$ cat src/rtl/imm_encoder.sv
// Encodes a 16-bit signed constant into 8-bit immediate beats.
// A value that fits goes out as one IMM beat; other values go out as LUI then ORI, or saturate.
module imm_encoder #(
    parameter int unsigned ALLOW_SPLIT = 1,
    parameter int unsigned CNT_W       = 8
) (
    input  logic             clock,
    input  logic             reset,
    input  logic             in_valid,
    output logic             in_ready,
    input  logic [15:0]      in_value,
    output logic             out_valid,
    input  logic             out_ready,
    output logic [3:0]       out_upper,
    output logic [3:0]       out_lower,
    output logic [1:0]       out_kind,
    output logic             out_sat,
    output logic [CNT_W-1:0] split_count
);

    localparam int unsigned VAL_W = 16;

    typedef enum logic [1:0] {
        IDLE  = 2'd0,
        SHORT = 2'd1,
        HI    = 2'd2,
        LO    = 2'd3
    } state_t;

    localparam logic [1:0] KIND_IMM = 2'b00;
    localparam logic [1:0] KIND_LUI = 2'b01;
    localparam logic [1:0] KIND_ORI = 2'b10;

    state_t             state_q, state_d;
    logic [VAL_W-1:0]   value_q, value_d;
    logic [CNT_W-1:0]   split_count_q, split_count_d;
    logic               out_valid_q, out_valid_d;
    logic [3:0]         out_upper_q, out_upper_d;
    logic [3:0]         out_lower_q, out_lower_d;
    logic [1:0]         out_kind_q, out_kind_d;
    logic               out_sat_q, out_sat_d;

    logic               accept;
    logic               in_fits;
    logic               held_fits;
    logic [7:0]         imm_byte;

    assign in_ready  = (state_q == IDLE) |
                       (((state_q == SHORT) | (state_q == LO)) & out_ready);
    assign accept    = in_valid & in_ready;
    assign in_fits   = (&in_value[15:7]) | ~(|in_value[15:7]);
    assign held_fits = (&value_d[15:7]) | ~(|value_d[15:7]);

    // State and output registers
    always_ff @(posedge clock or posedge reset) begin
        if (reset) begin
            state_q       <= IDLE;
            value_q       <= '0;
            split_count_q <= '0;
            out_valid_q   <= 1'b0;
            out_upper_q   <= '0;
            out_lower_q   <= '0;
            out_kind_q    <= KIND_IMM;
            out_sat_q     <= 1'b0;
        end else begin
            state_q       <= state_d;
            value_q       <= value_d;
            split_count_q <= split_count_d;
            out_valid_q   <= out_valid_d;
            out_upper_q   <= out_upper_d;
            out_lower_q   <= out_lower_d;
            out_kind_q    <= out_kind_d;
            out_sat_q     <= out_sat_d;
        end
    end

    // Next state; an accepted value may replace a final beat on the same edge
    always_comb begin
        state_d       = state_q;
        value_d       = value_q;
        split_count_d = split_count_q;
        case (state_q)
            HI: begin
                if (out_ready) begin
                    state_d       = LO;
                    split_count_d = split_count_q + CNT_W'(1);
                end
            end
            SHORT, LO: begin
                if (out_ready) begin
                    state_d = IDLE;
                end
            end
            default: begin
                state_d = IDLE;
            end
        endcase
        if (accept) begin
            value_d = in_value;
            state_d = (in_fits || (ALLOW_SPLIT == 0)) ? SHORT : HI;
        end
    end

    // Output beat contents for the state being entered
    always_comb begin
        out_valid_d = 1'b0;
        out_upper_d = '0;
        out_lower_d = '0;
        out_kind_d  = KIND_IMM;
        out_sat_d   = 1'b0;
        imm_byte    = value_d[7:0];
        case (state_d)
            SHORT: begin
                out_valid_d = 1'b1;
                if (!held_fits) begin
                    imm_byte  = value_d[15] ? 8'h80 : 8'h7F;
                    out_sat_d = 1'b1;
                end
            end
            HI: begin
                out_valid_d = 1'b1;
                out_kind_d  = KIND_LUI;
                imm_byte    = value_d[15:8];
            end
            LO: begin
                out_valid_d = 1'b1;
                out_kind_d  = KIND_ORI;
            end
            default: begin
                imm_byte = '0;
            end
        endcase
        out_upper_d = imm_byte[7:4];
        out_lower_d = imm_byte[3:0];
    end

    assign out_valid   = out_valid_q;
    assign out_upper   = out_upper_q;
    assign out_lower   = out_lower_q;
    assign out_kind    = out_kind_q;
    assign out_sat     = out_sat_q;
    assign split_count = split_count_q;

endmodule

$ cat config.mk
export PLATFORM = sky130hd
export DESIGN_NAME = imm_encoder
export DESIGN_NICKNAME = d
export VERILOG_FILES = /design/src/rtl/imm_encoder.sv
export SDC_FILE = /design/constraint.sdc
export NUM_CORES = 1
export LEC_CHECK = 0
export BUFFER_PORTS_ARGS = -buffer_cell sky130_fd_sc_hd__buf_2
export CORE_MARGIN = 1
export CORE_UTILIZATION = 40
export CTS_CLUSTER_SIZE = 20
export DETAILED_ROUTE_END_ITERATION = 7
export PLACE_DENSITY = 0.62
export SYNTH_ARGS = -nofsm -noshare
export SYNTH_HDL_FRONTEND = slang
export SYNTH_SLANG_ARGS = --single-unit
export TNS_END_PERCENT = 10
$ cat constraint.sdc
create_clock -name clock -period 2.6 [get_ports clock]
set_clock_uncertainty 0.05 [all_clocks]
set_input_delay 0.52 -clock clock [delete_from_list [all_inputs] [get_ports clock]]
set_output_delay 0.52 -clock clock [all_outputs]
set_load 0.01 [all_outputs]
==> After elaboration in Yosys (flattened, before gate mapping) <==
Cells that the tools add are included.
{ "word_totals": {"register_bits": 38, "word_cells": 44} }
{ "classes": {"addsub": 1, "bitwise_logic": 8, "n_eq_ne": 6, "reduce_logical": 8, "muxes": 13} }
{ "ops": {"columns": ["operator", "count"], "rows": [
  ["one-hot mux 8 bit (3 select lines)", 1],
  ["AND reduction 9 bit", 2],
  ["OR reduction 9 bit", 2],
  ["2-to-1 mux 16 bit", 1],
  ["2-to-1 mux 8 bit", 2],
  ["adder 8 x 1 -> 8 bit, second input constant", 1],
  ["== test 2 bit, second input constant", 4],
  ["2-to-1 mux 2 bit", 4],
  ["one-hot mux 2 bit (2 select lines)", 2],
  ["== test 2 x 1 -> 1 bit, second input constant", 2],
  ["OR 1 bit", 4],
  ["2-to-1 mux 1 bit", 3],
  ["OR reduction 3 bit", 1],
  ["AND 1 bit", 2],
  ["logical NOT 2 bit", 1],
  ["NOT 1 bit", 2],
  ["AND reduction 2 bit", 1],
  ["OR reduction 2 bit", 1]
]} }

==> Longest topological paths before layout <==
Gate-level depths: netlist of the first run.
{ "logic_depth": {"depth_word": 11, "ltp_mapped": 8, "mapped_depth_nobuf": 6} }

==> Least setup slack after synthesis of the first run <==
No wires, ideal clock.
{ "synth_path": {"kind": "input -> register", "from": "in in_value[11]", "to": "reg out_lower_q[0] (netlist: out_lower[0])", "required_ps": 2429, "setup_slack_ps": 495, "arrival_ps": 1934, "cell_stages": 7, "n_path_buf": 1, "path_cell_list": "or4_4 -> nor4_4 -> a21oi_2 -> a31oi_1 -> a21oi_1 -> buf_6 -> a22o_1"} }
{ "synth_between": {"elab_chain_len": 7} }
{ "synth_lines": {"columns": ["element", "line", "rtl"], "rows": [
  ["start: declaration", "11", "input logic [15:0] in_value,"],
  ["OR reduction 9 bit", "51", "assign in_fits = (&in_value[15:7]) | ~(|in_value[15:7]);"],
  ["NOT 1 bit", "51", null],
  ["OR 1 bit (*)", "51", null],
  ["2-to-1 mux 2 bit (*)", "100", "state_d = (in_fits || (ALLOW_SPLIT == 0)) ? SHORT : HI;"],
  ["2-to-1 mux 2 bit (*)", "98", "if (accept) begin"],
  ["via state_d[1]", "34", "state_t state_q, state_d;"],
  ["== test 2 bit / == test 2 x 1 -> 1 bit (equally long branches)", "112", "case (state_d)"],
  ["one-hot mux 8 bit (3 select lines) (*)", "112", null],
  ["via imm_byte[0]", "46", "logic [7:0] imm_byte;"],
  ["end signal: assignment", "71", "out_lower_q <= out_lower_d;"],
  ["end: declaration", "39", "logic [3:0] out_lower_q, out_lower_d;"]
]} }
The timed path passes the listed nets; every way through them passes the cells marked *.
A chain may end at the register's enable or synchronous reset.

==> Worst setup path after layout of the first run <==
{ "layout_path": {"from": "reg value_q[11]", "to": "reg out_lower_q[2] (netlist: out_lower[2])"} }
{ "layout_between": {"elab_chain_len": 6} }
{ "layout_lines": {"columns": ["element", "line", "rtl"], "rows": [
  ["start: declaration", "35", "logic [VAL_W-1:0] value_q, value_d;"],
  ["start signal: assignment", "67", "value_q <= value_d;"],
  ["2-to-1 mux 16 bit (*)", "98", null],
  ["OR reduction 9 bit", "52", "assign held_fits = (&value_d[15:7]) | ~(|value_d[15:7]);"],
  ["NOT 1 bit", "52", null],
  ["OR 1 bit (*)", "52", null],
  ["2-to-1 mux 8 bit (*)", "115", "if (!held_fits) begin"],
  ["one-hot mux 8 bit (3 select lines) (*)", "112", null],
  ["via imm_byte[2]", "46", null]
]} }
Marked as above.

==> results.txt, run 1 <==
----------------------------------------------------
[Status]
  Status ... complete, no violations

[Clocking]
  Skew-Pair Late Insertion Delay ... 0.29 ns
  Root Buffer ... sky130_fd_sc_hd__clkbuf_8
  Cts bufs inserted ... 5
  Number of buffers between clock root and the deepest sink ... 2
  Count of cells resized by post-cts repair ... 0
  CTS sink cnt ... 38
  Total setup buffers inserted after CTS ... 0
  Number of buffers added to fix hold violations after cts ... 0
  Clock tree from TritonCTS ... yes
  Clock transition at the registers of the reported paths ... 0.07 ns
  Number of H-tree branching levels ... 2

[Drt]
  Antenna Nets Post-Route ... 0
  Total wire length after detailed routing ... 3780 microns
  Avg WL per Cell ... 14.9 microns
  DR vias/cell ... 5.24
  DRT Pass-1 Iters ... 4
  Iteration-0 DRC Markers ... 57
  DRC Markers ... 0
  Total vias in the final route ... 1,330

[Power]
  Switching Power ... between 900 and 1000 uW
  Fraction of power consumed by the clock network ... roughly 17%
  Combinational share of power ... 42.8%
  Design internal power ... around 1600 uW
  Worst ir drop on vdd ... around 0.54 mV
  P per Cell Area ... 1160 mW/mm^2
  Switching fraction of total power ... 36.8%
  Flop pwr share ... between 40% and 50%
  PnR Total Power ... ~2500 uW
  Cell leakage power ... 0.00108 uW

[Critical path]
  Worst reg2reg path depth ... 6
  CP Data Arrival Time ... 2.29 ns
  Cell count along the critical path ... 6
  Highest cell delay on the worst timing path ... 0.53 ns
  Highest net fanout along the worst path ... 6
  Data required time of the critical path ... 2.73 ns
  Critical Path Source Type ... flip-flop
  Buffers plus inverters on the worst setup path ... 0
  Slowest cell on the critical path ... sky130_fd_sc_hd__or4_1
  Critical path capture point type ... flip-flop
  Family with the most delay on the worst path ... simple AND/OR/NAND/NOR gates
  Critical Path, Cell by Cell ... or4_1 > nor4_1 > mux2i_1 > o21bai_2 > nand2_1 > a22o_1
  Crit Path Category ... flip-flop to flip-flop

[Synth]
  Synthesized net count ... approximately 180
  List of most frequent post-synthesis cells ... 38 x sky130_fd_sc_hd__dfrtp_1, 13 x sky130_fd_sc_hd__nor2_1, 11 x sky130_fd_sc_hd__mux2i_1, 11 x sky130_fd_sc_hd__nand2_1, 9 x sky130_fd_sc_hd__inv_1
  Cells after Synth ... around 160
  Biggest area consumer among synthesized cells ... sky130_fd_sc_hd__dfrtp_1
  Share of the synthesized area in the top cell type ... between 50% and 60%
  Synth Cell Area ... 0.00178 sq mm
  Post-synthesis sequential element count ... 38
  Warnings, synthesis ... 0
  Number of distinct library cell variants in the gate-level netlist after synthesis ... 39
  Most instantiated library cell after synthesis ... sky130_fd_sc_hd__dfrtp_1
  Count of flip-flops with a built-in enable after synthesis ... 0
  Biggest area contributors in the synthesized netlist ... sky130_fd_sc_hd__dfrtp_1 53%, sky130_fd_sc_hd__mux2i_1 6.2%, sky130_fd_sc_hd__mux2_2 5.1%
  Mean instance size in the synthesized netlist ... between 10 and 15 sq um
  Sequential fraction of the synthesis area ... 53.3%
  Asr flop ratio synth ... 100%
  Leading register cell type out of synthesis ... sky130_fd_sc_hd__dfrtp_1

[Floorplan]
  Site Rows ... 23
  Area inside the core boundary ... 0.00414 sq mm
  Number of top-level pins ... 41
  Die boundary width ... 68.8 microns
  Die area ... between 0.004 and 0.005 sq mm
  Height of the die ... 68.8 microns
  Initial core utilization ... between 40 and 50%

[Final layout]
  Net total in the final layout ... about 220
  Number of diodes ... 0
  Proportion of layout cells with a drive suffix above 1 ... around 32%
  Syn-to-layout area delta ... 20.3%

[Run]
  Max-cap violations ... 0

[STA]
  Hold Vio Cnt, Final ... 0
  Slew at the pin closest to its max-slew limit ... 0.842 ns
  Hold Slack ... around 0.28 ns
  Setup Total Neg Slack ... 0 ns
  Count of final max-slew check failures ... 0
  Setup repair after global routing missed its margin ... false
  Max-Slew Margin vs Limit ... 43.9%
  Crit path time final ... 2.17 ns
  Portion of the clock cycle consumed by the worst path in the final layout ... 83.3%
  Maximum operating frequency ... 0.462 GHz
  Final number of setup-violating endpoints ... 0

[Global route]
  Largest net degree at the start of global routing ... 39
  Via count of the first global-routing pass ... 1,342
  Initial antenna violation count ... 0
  Global-route wire length before repair ... 6240 microns
  Grt total ovfl ... 0
  Global-route usage over all layers ... between 10% and 20%

[Place]
  Routability-driven placement congestion ratio ... approximately 0.83
  Placed wire-length estimate after detailed placement ... between 2000 and 3000 microns
  IO Port Bufs ... 40

[Hold path]
  Min-Delay Path Class ... primary input to asynchronous set/reset pin

----------------------------------------------------
## metal layers
metal  wire [microns]  vias up  GRT usage [%]
li1                 -      640              -
met1             1690      647           24.1
met2             1820       34           28.7
met3              191        9           4.28
met5                0        -              0
met4               77        0           11.2
## tightest hold or removal path, stage by stage
cell and delay, ns:
sky130_fd_sc_hd__buf_2 0.09, sky130_fd_sc_hd__inv_1 0.04, sky130_fd_sc_hd__buf_4 0.41
## per-stage QoR
| step | instance area, sq um | std cells | utilization [%] | setup slack (ns) |
|---|---|---|---|---|
| finish | 2140 | 254 | 51.8 | 0.433 |
| global route | 2140 | 254 | 51.8 | 0.280 |
| CTS | 2140 | 254 | 51.8 | 0.429 |
| detailed placement | 2050 | 246 | 49.5 | 0.112 |
| global placement | 2050 | 246 | 49.5 | 0.236 |
| floorplan | 1780 | 155 | - | 0.495 |
## placed cells by master, fill, tap and decap left out, types with 2 or more instances in the layout
| cell type | count |
|---|---|
| sky130_fd_sc_hd__a31oi_1 | 2 |
| sky130_fd_sc_hd__nor2_1 | 13 |
| sky130_fd_sc_hd__a22o_1 | 7 |
| sky130_fd_sc_hd__mux2_2 | 8 |
| sky130_fd_sc_hd__buf_4 | 5 |
| sky130_fd_sc_hd__clkbuf_8 | 6 |
| sky130_fd_sc_hd__mux2i_1 | 11 |
| sky130_fd_sc_hd__nand2_1 | 11 |
| sky130_fd_sc_hd__xor2_1 | 3 |
| sky130_fd_sc_hd__buf_2 | 40 |
| sky130_fd_sc_hd__dfrtp_1 | 38 |
| sky130_fd_sc_hd__nand2b_1 | 3 |
| sky130_fd_sc_hd__a21oi_1 | 7 |
| sky130_fd_sc_hd__mux2_1 | 2 |
| sky130_fd_sc_hd__nor2b_1 | 3 |
| sky130_fd_sc_hd__nand4_1 | 2 |
| sky130_fd_sc_hd__nand3_1 | 6 |
| sky130_fd_sc_hd__inv_1 | 9 |
| sky130_fd_sc_hd__xnor2_1 | 4 |
| sky130_fd_sc_hd__and2_1 | 2 |
| sky130_fd_sc_hd__nor3_1 | 2 |
## power by group through the flow
| stage | logic (uW) | registers [uW] | clock network (uW) |
|---|---|---|---|
| after global routing | 1190 | 1040 | 457 |
| after floorplan | 689 | 1050 | 0 |
| after CTS | 1080 | 1000 | 428 |
| after detailed placement | 1070 | 1010 | 0 |
| final | 1060 | 1000 | 419 |
| after global placement | 1040 | 1010 | 0 |
## worst paths after layout
| path | from | end | slack (ns) |
|---|---|---|---|
| min | reset | split_count[7] | 0.28 |
| max in group asynchronous | reset | value_q[12] | 1.89 |
| max | value_q[11] | out_lower[2] | 0.43 |
| min reg2reg | split_count[7] | split_count[7] | 0.44 |
| max reg2reg | value_q[11] | out_lower[2] | 0.43 |
| min in group clock | in_value[2] | value_q[2] | 0.43 |
## registers in the layout, indices dropped and copies added (netlist names)
signal and cells:
out_kind 2, value_q 16, out_lower 4, out_valid 1, split_count 8, out_sat 1
out_upper 4, state_q 2
## final cells by class
type,count,area (sq um)
fillers,406,2000
flip-flops and latches,38,951
multi-input cells,104,768
repair buffers,45,238
clock buffers,7,86.3
well taps,50,62.6
inverters,9,33.8
clock inverters,1,5.00
## cell families (layout without fill, tap and decap cells)
group                    count (synthesis)  in the layout  synth area share [%]
AND/OR/NAND/NOR                         49             49                  15.3
flip-flops                              38             38                  53.3
AO/OA/AOI/OAI                           26             26                  11.2
multiplexers                            21             21                  12.5
buffers and inverters                   13             62                  3.58
XOR/XNOR                                 7              7                  3.44
adder cells (fa/ha/maj)                  1              1                 0.702
Power figures use the tool's default switching activity.
==> inputs of run 2 (changes only) <==
clock period = 2.1 ns   (was 2.6 ns; I/O delays follow)
==> run 2 against run 1 <==
- non-clock buffer count rose by 14
- final area rose by 6.9%
- fmax rose by 7.7%
- register-to-register slack got worse by 0.35 ns
- setup slack got worse by 0.35 ns
- clock power rose by 24%
- critical endpoint is now out_lower[3]
==> results.txt, run 2 (synthesis results as in run 1) <==
----------------------------------------------------
[Clocking]
  CTS sink cnt ... 38
  Cts bufs inserted ... 5
  Number of H-tree branching levels ... 2
  Root Buffer ... sky130_fd_sc_hd__clkbuf_8
  Number of buffers added to fix hold violations after cts ... 0
  Number of buffers between clock root and the deepest sink ... 2
  Clock transition at the registers of the reported paths ... 0.07 ns
  Clock tree from TritonCTS ... yes
  Skew-Pair Late Insertion Delay ... 0.29 ns

[Final layout]
  Cell Count, Final, Fillers Out ... 268
  Most common cell after layout, fill and taps aside ... sky130_fd_sc_hd__buf_2
  Post-route standard cell area excluding fillers ... 0.00229 sq mm
  Syn-to-layout area delta ... 28.6%
  Post-layout utilization of the core ... 55.3%
  Filler Cell Count ... 373
  Net total in the final layout ... 238
  Number of diodes ... 0
  Commonest cells after routing, fill and taps aside ... 40 x sky130_fd_sc_hd__buf_2, 38 x sky130_fd_sc_hd__dfrtp_1, 19 x sky130_fd_sc_hd__buf_4, 13 x sky130_fd_sc_hd__nor2_1, 11 x sky130_fd_sc_hd__nand2_1
  Biggest register ... value_q
  Proportion of layout cells with a drive suffix above 1 ... between 40% and 50%
  Flip-flop count of the largest register after layout ... 16

[Critical path]
  Critical Path, Cell by Cell ... or4_1 > nor4_2 > mux2i_2 > nand2b_1 > a21o_1 > a22o_1
  Data required time of the critical path ... 2.23 ns
  CP Data Arrival Time ... 2.14 ns
  Critical path capture point type ... flip-flop
  Critical Path Source Type ... flip-flop
  Slowest cell on the critical path ... sky130_fd_sc_hd__or4_1
  Highest net fanout along the worst path ... 3
  Family with the most delay on the worst path ... simple AND/OR/NAND/NOR gates
  Crit Path Category ... flip-flop to flip-flop
  Buffers plus inverters on the worst setup path ... 0
  Highest cell delay on the worst timing path ... 0.54 ns

[Power]
  P per Cell Area ... 1410 mW/mm^2
  Cell leakage power ... around 0.0011 uW
  Worst ir drop on vdd ... 0.616 mV

[Drt]
  Avg WL per Cell ... 15.0 microns
  Iteration-0 DRC Markers ... 109
  DR vias/cell ... around 5.2
  Total wire length after detailed routing ... a little over 4000 microns
  DRC Markers ... 0
  Antenna Nets Post-Route ... 0
  DRT Pass-1 Iters ... 4
  Total vias in the final route ... 1,384

[Status]
  Status ... complete, no violations

[Global route]
  Global-route wire length before repair ... approximately 6400 microns
  Grt total ovfl ... 0
  Largest net degree at the start of global routing ... 39
  Global-route usage over all layers ... 19.3%
  Initial antenna violation count ... 0
  Via count of the first global-routing pass ... approximately 1,400

[STA]
  Slew at the pin closest to its max-slew limit ... ~0.50 ns
  Maximum operating frequency ... roughly 0.5 GHz
  Crit path time final ... 2.01 ns
  Final number of setup-violating endpoints ... 0
  Portion of the clock cycle consumed by the worst path in the final layout ... approximately 96%
  Hold Vio Cnt, Final ... 0
  Max-Slew Margin vs Limit ... 66.9%
  Setup repair after global routing missed its margin ... true
  Count of final max-slew check failures ... 0

[Floorplan]
  Die area ... 0.00473 sq mm
  Site Rows ... 23
  Number of top-level pins ... a little over 40
  Area inside the core boundary ... 0.00414 sq mm
  Initial core utilization ... 43.0%
  Die boundary width ... 68.8 microns
  Height of the die ... a little under 70 microns

[Place]
  Routability-driven placement congestion ratio ... 0.835
  Post-placement cell count ... 254
  Area after detailed placement ... 0.00211 sq mm
  Placed wire-length estimate after detailed placement ... about 3000 microns
  IO Port Bufs ... 40

[Hold path]
  Min-Delay Path Class ... primary input to asynchronous set/reset pin

[Run]
  Max-cap violations ... 0

----------------------------------------------------
-- run 2: cell count changes in the layout (fill, tap and decap cells not counted) --
| cell | delta |
|---|---|
| sky130_fd_sc_hd__nor4_2 | +1 |
| sky130_fd_sc_hd__o21bai_2 | -1 |
| sky130_fd_sc_hd__a21oi_2 | +1 |
| sky130_fd_sc_hd__clkbuf_1 | -1 |
| sky130_fd_sc_hd__mux2i_1 | -6 |
| sky130_fd_sc_hd__o21bai_4 | +1 |
| sky130_fd_sc_hd__buf_4 | +14 |
| sky130_fd_sc_hd__mux2i_2 | +6 |
| sky130_fd_sc_hd__a21oi_1 | -1 |
| sky130_fd_sc_hd__clkinvlp_4 | +1 |
| sky130_fd_sc_hd__nor4_1 | -1 |
-- run 2: what timing repair did --
item	in CTS	in global routing
buffers inserted	0	6
gates resized for setup	0	9
pin swaps	1	0
setup endpoints to repair	3	7
-- run 2: path summary, 6_finish.rpt --
check	slack [ns]	cells past startpoint	to	from
setup / recovery	0.09	6	out_lower[3]	value_q[11]
hold / removal	0.18	3	out_kind[0]	reset
setup reg to reg	0.09	6	out_lower[3]	value_q[11]
hold reg to reg	0.45	1	split_count[7]	split_count[7]
max in group asynchronous	1.48	3	out_sat	reset
min in group clock	0.33	3	value_q[2]	in_value[2]
-- run 2: power breakdown --
part,switching [uW],internal (uW)
Sequential,200,1060
Clock,254,264
Combinational,735,721
Total,1190,2050
-- run 2: cell type report --
cell class	instances	area (sq um)	area share [%]
flip-flops and latches	38	951	41.5
clock buffers	6	82.6	3.60
inverters	9	33.8	1.47
clock inverters	2	12.5	0.546
repair buffers	59	343	14.9
well taps	50	62.6	2.73
multi-input cells	104	808	35.2
-- run 2: worst reg2reg max path, cell delays in order, from the launching register on --
cell and delay, ns:
sky130_fd_sc_hd__dfrtp_1 0.41, sky130_fd_sc_hd__or4_1 0.54, sky130_fd_sc_hd__nor4_2 0.19, sky130_fd_sc_hd__mux2i_2 0.15, sky130_fd_sc_hd__nand2b_1 0.17, sky130_fd_sc_hd__a21o_1 0.18
sky130_fd_sc_hd__a22o_1 0.22
-- run 2: metrics by stage --
stage	setup TNS [ns]	setup WS, ns	hold WS (ns)	power, uW
floorplan	0	0.0947	0.420	2150
global placement	-1.37	-0.150	0.406	2560
detailed placement	-2.25	-0.259	0.439	2620
CTS	0	0.0114	0.193	3140
global route	-0.0270	-0.0270	0.221	3490
finish	0	0.0876	0.175	3240
-- run 2: routing by layer --
| metal | track usage [%] | share of wire (%) |
|---|---|---|
| met1 | 22.7 | 42 |
| met2 | 33.2 | 50 |
| met3 | 5.10 | 5.7 |
| met4 | 7.65 | 1.9 |
| met5 | 0 | 0 |
==> inputs of run 3 (changes only) <==
--- a/constraint.sdc
+++ b/constraint.sdc
@@ -4,2 +4,2 @@
 set_output_delay 0.42 -clock clock [all_outputs]
-set_load 0.01 [all_outputs]
+set_load 0.1 [all_outputs]
==> run 3 against run 2 <==
- first-iteration DRC count fell by 61%
- sequential share of layout area rose by 0.81 points
- final area fell by 1.9%
- critical endpoint unchanged
==> results.txt, run 3 (synthesis results as in run 1) <==
----------------------------------------------------
[STA]
  Crit path time final ... approximately 2.1 ns
  Count of final max-slew check failures ... 0
  Portion of the clock cycle consumed by the worst path in the final layout ... 98.0%
  Hold Vio Cnt, Final ... 0
  Max-Slew Margin vs Limit ... 67.2%
  Final number of setup-violating endpoints ... 0
  Slew at the pin closest to its max-slew limit ... 0.496 ns
  Maximum operating frequency ... 0.486 GHz

[Floorplan]
  Die area ... 0.00473 sq mm
  Number of top-level pins ... 41
  Site Rows ... 23
  Initial core utilization ... 43.0%
  Die boundary width ... 68.8 microns
  Area inside the core boundary ... 0.00414 sq mm
  Height of the die ... 68.8 microns

[Clocking]
  Clock tree from TritonCTS ... yes
  Cts bufs inserted ... 5
  Clock transition at the registers of the reported paths ... 0.07 ns
  Number of H-tree branching levels ... 2
  Skew-Pair Late Insertion Delay ... 0.28 ns
  Number of buffers between clock root and the deepest sink ... 2
  Root Buffer ... sky130_fd_sc_hd__clkbuf_8
  CTS sink cnt ... 38

[Critical path]
  Slowest cell on the critical path ... sky130_fd_sc_hd__or4_1
  Data required time of the critical path ... 2.23 ns
  Critical path capture point type ... flip-flop
  Crit Path Category ... flip-flop to flip-flop
  Critical Path, Cell by Cell ... or4_1 > nor4_2 > mux2i_1 > nand2b_1 > a21o_1 > a22o_1
  Highest net fanout along the worst path ... 3
  Critical Path Source Type ... flip-flop
  Highest cell delay on the worst timing path ... 0.56 ns
  CP Data Arrival Time ... ~2.2 ns

[Final layout]
  Flip-flop count of the largest register after layout ... 16
  Net total in the final layout ... 234
  Number of diodes ... 0
  Proportion of layout cells with a drive suffix above 1 ... 37.3%
  Biggest register ... value_q
  Most common cell after layout, fill and taps aside ... sky130_fd_sc_hd__buf_2
  Filler Cell Count ... 397
  Syn-to-layout area delta ... 26.2%
  Post-route standard cell area excluding fillers ... 0.00225 sq mm
  Commonest cells after routing, fill and taps aside ... 39 x sky130_fd_sc_hd__buf_2, 38 x sky130_fd_sc_hd__dfrtp_1, 15 x sky130_fd_sc_hd__buf_4, 13 x sky130_fd_sc_hd__nor2_1

[Global route]
  Most congested layer reported by global routing ... met2
  Grt total ovfl ... 0
  Largest net degree at the start of global routing ... 39
  Initial antenna violation count ... 0
  Met2 Resource Use GR ... 32.4%
  Global-route usage over all layers ... 19.6%
  Fraction of met1 tracks used by global routing ... 23.6%
  Global-route track usage on met3 ... 6.41%
  Via count of the first global-routing pass ... 1,405
  Global-route wire length before repair ... between 6000 and 7000 microns

[Drt]
  Total vias in the final route ... 1,359
  Iteration-0 DRC Markers ... 43
  Avg WL per Cell ... 15.1 microns
  DRT Pass-1 Iters ... 4
  Total wire length after detailed routing ... 3960 microns
  Antenna Nets Post-Route ... 0
  DR vias/cell ... 5.19
  DRC Markers ... 0

[Status]
  Status ... complete, no violations

[Place]
  Placed wire-length estimate after detailed placement ... 2960 microns
  Routability-driven placement congestion ratio ... between 0.8 and 0.9
  Area after detailed placement ... 0.00215 sq mm
  IO Port Bufs ... 40

[Run]
  Max-cap violations ... 0

[Hold path]
  Min-Delay Path Class ... primary input to asynchronous set/reset pin

----------------------------------------------------
run 3: path summary, 6_finish.rpt:
check / from / to / slack (ns) / depth (start not counted)
worst min register to register: split_count[7] / split_count[7] / 0.43 / 1
worst max-delay path: value_q[11] / out_lower[3] / 0.04 / 6
max in group asynchronous: reset / value_q[10] / 1.48 / 3
worst max register to register: value_q[11] / out_lower[3] / 0.04 / 6
worst min-delay path: reset / split_count[5] / 0.19 / 3
min in group clock: in_value[2] / value_q[2] / 0.34 / 3
run 3: critical path: cells and delay by family (launching register included):
family / cells / cell delay (ns)
AO/OA/AOI/OAI: 2 / 0.41
flip-flops: 1 / 0.40
multiplexers: 1 / 0.17
AND/OR/NAND/NOR: 3 / 0.91
run 3: what timing repair did:
item	in CTS	in global routing
resized for setup	0	2
setup buffers	1	0
setup endpoints to repair	6	10
hold buffers	0	0
pin swaps	1	0
cloned	0	0
run 3: per-layer routing:
layer	up-vias	share of wire, %
met5	-	0
met4	0	1.7
met3	8	5.4
met2	30	49
met1	658	44
li1	663	-
run 3: area by class of cell:
class | count | area, sq um | area share [%]
Sequential cell | 38 | 951 | 42.3
Timing Repair Buffer | 55 | 328 | 14.6
Clock buffer | 6 | 82.6 | 3.67
Multi-Input combinational cell | 104 | 792 | 35.2
Inverter | 9 | 33.8 | 1.50
Tap cell | 50 | 62.6 | 2.78
run 3: per-stage QoR:
| stage | hold WS [ns] | setup WS [ns] | setup TNS, ns | utilization [%] | instances |
|---|---|---|---|---|---|
| global placement | 0.406 | -0.149 | -1.36 | 51.9 | 255 |
| finish | 0.188 | 0.0412 | 0 | 54.3 | 262 |
| floorplan | 0.420 | 0.0111 | 0 | - | 155 |
| global route | 0.264 | -0.0794 | -0.323 | 54.3 | 262 |
| detailed placement | 0.434 | -0.277 | -2.59 | 51.9 | 255 |
| CTS | 0.203 | 0.0324 | 0 | 54.0 | 262 |
Power of run 3 is not shown: default switching activity piles up to over one toggle a cycle in this logic, so the estimate is an artifact.
